$ cat config.mk
export PLATFORM = sky130hd
export DESIGN_NAME = sync_g_fifo
export DESIGN_NICKNAME = d
export VERILOG_FILES = /design/src/rtl/sync_g_fifo.sv
export SDC_FILE = /design/constraint.sdc
export NUM_CORES = 1
export LEC_CHECK = 0
export CAP_MARGIN = 20
export CELL_PAD_IN_SITES_DETAIL_PLACEMENT = 0
export CELL_PAD_IN_SITES_GLOBAL_PLACEMENT = 1
export CORE_MARGIN = 8
export CORE_UTILIZATION = 40
export DETAILED_ROUTE_END_ITERATION = 8
export GPL_TIMING_DRIVEN = 0
export HOLD_SLACK_MARGIN = 0.12
export PLACE_DENSITY = 0.76
export SLEW_MARGIN = 0
export SYNTH_ARGS = -nofsm -noshare
export SYNTH_HDL_FRONTEND = slang
export SYNTH_SLANG_ARGS = --single-unit
$ cat constraint.sdc
create_clock -name clk -period 3.97 [get_ports clk]
set_clock_uncertainty 0.05 [all_clocks]
set_input_delay 0.794 -clock clk [delete_from_list [all_inputs] [get_ports clk]]
set_output_delay 0.794 -clock clk [all_outputs]
set_load 0.01 [all_outputs]
$ cat src/rtl/sync_g_fifo.sv
//==============================================================================
// Module      : sync_g_fifo
// Description : Single-clock FIFO with registered read data, occupancy count,
//               almost-full/almost-empty flags and optional sticky error flags
//               (enabled by defining SYNC_G_FIFO_ERR_EN).
// Revision    : 1.0 - initial release
//==============================================================================
`default_nettype none

module sync_g_fifo #(
  parameter int DATA_W   = 4,
  parameter int DEPTH    = 16,
  parameter int AF_LEVEL = DEPTH - 2,
  parameter int AE_LEVEL = 2,
  localparam int ADDR_W  = $clog2(DEPTH)
) (
  input  logic              clk,
  input  logic              rst_,
  input  logic              wr_req_,
  input  logic [DATA_W-1:0] wr_data,
  input  logic              rd_req_,
  output logic [DATA_W-1:0] rd_data,
  output logic              rd_valid,
  output logic              full,
  output logic              empty,
  output logic              almost_full,
  output logic              almost_empty,
  output logic [ADDR_W:0]   count,
  input  logic              clr_err_,
  output logic              overflow,
  output logic              underflow
);

  localparam logic [ADDR_W:0] c_DEPTH    = DEPTH[ADDR_W:0];
  localparam logic [ADDR_W:0] c_AF_LEVEL = AF_LEVEL[ADDR_W:0];
  localparam logic [ADDR_W:0] c_AE_LEVEL = AE_LEVEL[ADDR_W:0];
  localparam logic [ADDR_W:0] c_ONE      = {{ADDR_W{1'b0}}, 1'b1};

  logic [DATA_W-1:0] mem_q [DEPTH];
  logic [ADDR_W-1:0] wr_ptr_q, wr_ptr_d;
  logic [ADDR_W-1:0] rd_ptr_q, rd_ptr_d;
  logic [ADDR_W:0]   count_q, count_d;
  logic [DATA_W-1:0] rd_data_q, rd_data_d;
  logic              rd_valid_q, rd_valid_d;
  logic              w_wr_ok;
  logic              w_rd_ok;

  // Flags come from the count register alone, so acceptance never looks at
  // same-cycle requests from the other side.
  assign full         = (count_q == c_DEPTH);
  assign empty        = (count_q == '0);
  assign almost_full  = (count_q >= c_AF_LEVEL);
  assign almost_empty = (count_q <= c_AE_LEVEL);

  assign w_wr_ok = !wr_req_ && !full;
  assign w_rd_ok = !rd_req_ && !empty;

  always_comb begin
    wr_ptr_d   = wr_ptr_q;
    rd_ptr_d   = rd_ptr_q;
    count_d    = count_q;
    rd_data_d  = rd_data_q;
    rd_valid_d = w_rd_ok;
    if (w_wr_ok) wr_ptr_d = wr_ptr_q + ADDR_W'(1);
    if (w_rd_ok) begin
      rd_ptr_d  = rd_ptr_q + ADDR_W'(1);
      rd_data_d = mem_q[rd_ptr_q];
    end
    case ({w_wr_ok, w_rd_ok})
      2'b10:   count_d = count_q + c_ONE;
      2'b01:   count_d = count_q - c_ONE;
      default: count_d = count_q;
    endcase
  end

  always_ff @(posedge clk or negedge rst_) begin
    if (!rst_) begin
      wr_ptr_q   <= '0;
      rd_ptr_q   <= '0;
      count_q    <= '0;
      rd_data_q  <= '0;
      rd_valid_q <= 1'b0;
    end else begin
      wr_ptr_q   <= wr_ptr_d;
      rd_ptr_q   <= rd_ptr_d;
      count_q    <= count_d;
      rd_data_q  <= rd_data_d;
      rd_valid_q <= rd_valid_d;
    end
  end

  // Storage is deliberately left out of reset.
  always_ff @(posedge clk) begin
    if (w_wr_ok) mem_q[wr_ptr_q] <= wr_data;
  end

  assign rd_data  = rd_data_q;
  assign rd_valid = rd_valid_q;
  assign count    = count_q;

`ifdef SYNC_G_FIFO_ERR_EN
  logic overflow_q, overflow_d;
  logic underflow_q, underflow_d;

  // Set takes priority over a simultaneous clear.
  always_comb begin
    overflow_d  = (!wr_req_ && full)  || (overflow_q  && clr_err_);
    underflow_d = (!rd_req_ && empty) || (underflow_q && clr_err_);
  end

  always_ff @(posedge clk or negedge rst_) begin
    if (!rst_) begin
      overflow_q  <= 1'b0;
      underflow_q <= 1'b0;
    end else begin
      overflow_q  <= overflow_d;
      underflow_q <= underflow_d;
    end
  end

  assign overflow  = overflow_q;
  assign underflow = underflow_q;
`else
  logic w_unused_clr_err;
  assign w_unused_clr_err = clr_err_;
  assign overflow         = 1'b0;
  assign underflow        = 1'b0;
`endif

endmodule

`default_nettype wire

## After elaboration in Yosys (flattened, before gate mapping)

Memories as Yosys holds them, arrays and structs flattened. A register that Yosys moved wholly into a read port is not among the register bits.
Index checks and enable logic that the tools add are counted.
W data, S select, Z words.

| word-level totals | value |
|---|---|
| register bits | 14 |
| RAM bits | 64 |
| output and inout bits | 16 |
| word-level logic and storage cells | 26 |
| memories | 1 |

| operators by class | value |
|---|---|
| add/sub/neg operators | 4 |
| order comparisons | 2 |
| eq/ne operators | 3 |
| muxes and demuxes | 3 |
| reductions and logical operators | 9 |

Memories:

| name | words | bits a word | read ports | clocked after memory_dff | wr ports | RTL line | RTL |
|---|---|---|---|---|---|---|---|
| mem_q | 16 | 4 | 1 | 1 | 1 | 39 | `logic [DATA_W-1:0] mem_q [DEPTH];` |

Operator list:

| kind | number |
|---|---|
| $pmux W5 S2 | 1 |
| $add A4 B1 Y4 const B | 2 |
| $add A5 B1 Y5 const B | 1 |
| $eq A5 B5 Y1 const B | 1 |
| $ge A5 B4 Y1 const B | 1 |
| $le A5 B2 Y1 const B | 1 |
| $logic_not A1 Y1 | 5 |
| $logic_not A5 Y1 | 1 |
| $sub A5 B1 Y5 const B | 1 |
| $eq A2 B1 Y1 const B | 1 |
| $eq A2 B2 Y1 const B | 1 |
| $logic_and A1 B1 Y1 | 2 |
| $mux W1 | 2 |
| $reduce_bool A2 Y1 | 1 |

## Longest topological paths before layout

| logic depth | value |
|---|---|
| depth after elaboration | 5 |
| mapped depth | 13 |
| gate-level depth less buffers | 12 |

## Least setup slack after synthesis

No wires, ideal clock.

| timing | value |
|---|---|
| path kind | reg-to-reg |
| start | register count_q[4], in the netlist count[4] |
| end | register count_q[4], in the netlist count[4] |
| library setup time | 0.127 ns |
| arrival time | 2.865 ns |
| slack | 0.928 ns |
| cell stages (with the launch flop) | 13 |
| buffers on the path | 1 |
| period minus slack after synthesis | 3.042 ns |
| cells stage by stage | dfrtp_1 > or3_1 > nor3_2 > or2_1 > buf_4 > inv_4 > ha_1 > ha_1 > nor2b_1 > o21ai_0 > a21oi_1 > or3b_2 > xnor2_1 |

| on the way | value |
|---|---|
| longest elaborated chain between the ends | 5 |

RTL lines:

| item | RTL line | RTL |
|---|---|---|
| start: declaration | 42 | `logic [ADDR_W:0] count_q, count_d;` |
| start signal: assignment | 86 | `count_q <= count_d;` |
| $logic_not A5 Y1 (*) | 51 | `assign empty = (count_q == '0);` |
| via empty | 25 | `output logic empty,` |
| $logic_not A1 Y1 (*) | 56 | `assign w_rd_ok = !rd_req_ && !empty;` |
| $logic_and A1 B1 Y1 (*) | 56 |  |
| via rd_valid_d | 44 | `logic rd_valid_q, rd_valid_d;` |
| $eq A2 B1 Y1 / $eq A2 B2 Y1 (equally long branches) | 69 | `case ({w_wr_ok, w_rd_ok})` |
| $pmux W5 S2 / $reduce_bool A2 Y1 (equally long branches) | -- |  |

Mark *: on every way through the listed nets, which the timed path passes. The rest lies on a longest branch.
A chain may end at the register's enable or synchronous reset.

## Final worst setup path

| timing | value |
|---|---|
| start | input port rd_req_ |
| end | register count_q[4], in the netlist count[4] |

| on the way | value |
|---|---|
| longest elaborated chain between the ends | 4 |

RTL lines:

| item | RTL line | RTL |
|---|---|---|
| start: declaration | 21 | `input logic rd_req_,` |
| $logic_not A1 Y1 (*) | 56 |  |
| $logic_and A1 B1 Y1 (*) | 56 |  |
| via rd_valid_d | 44 |  |
| $eq A2 B1 Y1 / $eq A2 B2 Y1 (equally long branches) | 69 |  |
| $pmux W5 S2 / $reduce_bool A2 Y1 (equally long branches) | -- |  |

Marked as above.

==> results.txt <==
Synth Area in Adders -> 3.78%
mux cell area share after synthesis -> 13.4%
clock power share -> 21.4%
Final Util -> 47.0%
HP Class -> reg -> reg
Least-Margin Pin Slew -> 0.865 ns
Pwr Density -> 689 nW/um^2
# rows -> 34
largest family of logic cells by synthesized area -> multiplexers
IO buf count -> 21
max_cap viols -> 0
Worst slew margin -> 42.1%
aggregate global-route resource usage -> 11.7%
crit path launch type -> primary input
# diodes -> 0
Setup Buffers After CTS -> 0
RR Startpoint -> count[4]$_DFFE_PN0P_
Final Power -> 2.80 mW
max-slew violation count -> 0
Synth top area share -> 54.7%
Setup violations, final -> 0
Placer Congestion -> 0.734
clk buf depth -> 2
sequential area share after synthesis -> 67.6%
share of the cycle needed by the critical path after routing -> 80.0%
Seq pwr share -> 42.3%
drt pass-1 iters -> 4
Worst-path clk slew -> 0.08 ns
Worst VDD drop -> 0.000244 V
ys async rst share -> 22.0%
count leader, synth -> edfxtp_1
hold path start -> rd_data[2]$_DFFE_PN0P_
largest net degree at the start of global routing -> 19
WP data required -> 4.15 ns
drc violations -> 0
sw power -> 0.900 mW
Synth Area in Compound Gates -> 2.82%
TritonCTS buffer count -> 9
post-cts sizing count -> 0
commonest cells in the netlist -> 64 x edfxtp_1, 19 x nor2_1, 18 x dfrtp_1, 12 x nand2_1, 10 x mux4_2
fillcell total -> 741
critical path class -> in -> reg
share of cells above drive strength 1 -> 17.3%
Data arrival, critical path -> 3.36 ns
I/O pin count -> 25
total negative slack -> 0 ns
initial antenna violation count -> 0
setup ws final -> 0.792 ns
DP HPWL -> 4340 microns
Area Overhead vs Synth -> 15.7%
XOR/XNOR Fraction of Synth Area -> 2.49%
commonest register cell after synthesis -> edfxtp_1
DRT iter0 DRCs -> 105
Vias -> 1794
global-route wire length before repair -> 10300 microns
post-synth top area cell -> edfxtp_1
CTS Sinks -> 82
dominant cells by area after synthesis -> edfxtp_1 55%, dfrtp_1 13%, mux4_2 6.4%, mux4_1 4.5%, ha_1 3.2%
die area -> 12000 sq um
CTS Hold Buffers Added -> 0
nets -> 262
clock root buffer -> clkbuf_8
crit path launch -> rd_req_
drt via density -> 5.04
Gate Count Post-Synth -> 210
number of global-route vias before repair -> 1905
CTS tree -> built
Die W -> 110 microns
gr ovfl total -> 0
Final ANT Viol Nets -> 0
Max Fclk -> 315 MHz
Comb pwr share -> 36.3%
simple-gate share of the synthesized area -> 6.52%
Synth cell types -> 41
Avg Synthesized Cell Area -> 16.7 sq um
fin crit period -> 3.18 ns
Fin. Hold Viols -> 0
leak pwr -> 1.46 nW
Warnings, synthesis -> 0
clock latency on the worst-skew pair -> 0.35 ns
Post-Route WL -> 6120 microns
drt wl/cell -> 17.2 microns
Yosys reg bits -> 82
Die Y -> 110 microns
CTS H-tree lvls -> 3
core area -> 8640 sq um
Switching Share -> 32.1%
P_int -> 1.90 mW
element type at the critical path end -> register
Setup Slack @ Placement -> 0.435 ns
Initial Util -> 40.7%
number of synthesized flops with an enable pin -> 64
Mapped Area -> 3510 sq um
status -> complete, no violations
CP Max Fanout -> 9
RSZ-0062 raised after global routing -> no
worst hold slack -> 0.468 ns
==> layout by cell type (no fill, tap or decap), types with 4 or more instances in the layout <==
| cell type | n |
|---|---|
| nor2_1 | 19 |
| ha_1 | 9 |
| nor3_1 | 4 |
| clkbuf_8 | 9 |
| xnor2_1 | 7 |
| mux4_1 | 6 |
| mux2i_1 | 5 |
| nand2_1 | 12 |
| mux4_2 | 10 |
| edfxtp_1 | 64 |
| o21ai_0 | 4 |
| inv_1 | 7 |
| dfrtp_1 | 18 |
| clkdlybuf4s50_1 | 21 |
==> metrics by stage <==
| stage | instances | instance area, sq um |
|---|---|---|
| global placement | 340 | 3860 |
| CTS | 356 | 4060 |
| detailed placement | 340 | 3860 |
| global route | 356 | 4060 |
| finish | 356 | 4060 |
| floorplan | 211 | 3510 |
==> state kept, by name (all words and copies together) (netlist names) <==
name,cells
count,5
mem_q,64
rd_data,4
rd_ptr_q,4
rd_valid,1
wr_ptr_q,4
==> final timing paths <==
check / endpoint / slack [ns] / cells past startpoint
max in group asynchronous: wr_ptr_q[1]$_DFFE_PN0P_ / 2.45 / 1
worst min-delay path: rd_data[2]$_DFFE_PN0P_ / 0.47 / 1
worst min register to register: rd_data[2]$_DFFE_PN0P_ / 0.47 / 1
worst max register to register: count[4]$_DFFE_PN0P_ / 0.80 / 12
min in group asynchronous: count[0]$_DFFE_PN0P_ / 0.88 / 1
worst max-delay path: count[4]$_DFFE_PN0P_ / 0.79 / 12
==> power groups by stage <==
stage	clock network [mW]	registers (mW)	logic (mW)
after floorplan	0	1.20	0.693
after global placement	0	1.20	1.02
after detailed placement	0	1.21	1.03
after CTS	0.610	1.19	1.03
after global routing	0.644	1.21	1.13
final	0.600	1.18	1.01
==> cell families after synthesis <==
family          Yosys count
flops                    82
simple gates             49
mux                      24
buf+inv                  20
compound gates           14
fa+ha+maj                10
xor+xnor                 10
other cells               1
==> worst max-delay path, cell delays in order <==
cell and delay [ns]:
clkdlybuf4s50_1 0.39, or2_1 0.22, buf_4 0.16, inv_4 0.11, ha_1 0.25, inv_1 0.10
fa_1 0.41, nor2b_1 0.12, o21ai_0 0.10, nand3_1 0.09, or3b_2 0.47, xnor2_1 0.14
==> layout make-up <==
cell class              instances  area, sq um  area share (%)
clock inverters                 7         77.6            1.91
inverters                       8         32.5           0.801
plain buffers                  12         83.8            2.06
clock buffers                   9          124            3.05
flip-flops and latches         82         2370            58.4
repair buffers                 21          210            5.18
multi-input cells             109         1030            25.3
well taps                     108          135            3.33
==> metal layers <==
| layer | wire length [microns] | GRT usage (%) | vias to the layer above | share of wire (%) |
|---|---|---|---|---|
| met5 | 0 | 0 | - | 0 |
| met4 | 147 | 5.88 | 0 | 2.4 |
| met3 | 222 | 2.40 | 12 | 3.6 |
| met2 | 2790 | 17.8 | 33 | 46 |
| met1 | 2960 | 15.6 | 899 | 48 |
| li1 | - | - | 850 | - |
No activity file was read; power rests on OpenSTA's default activity.
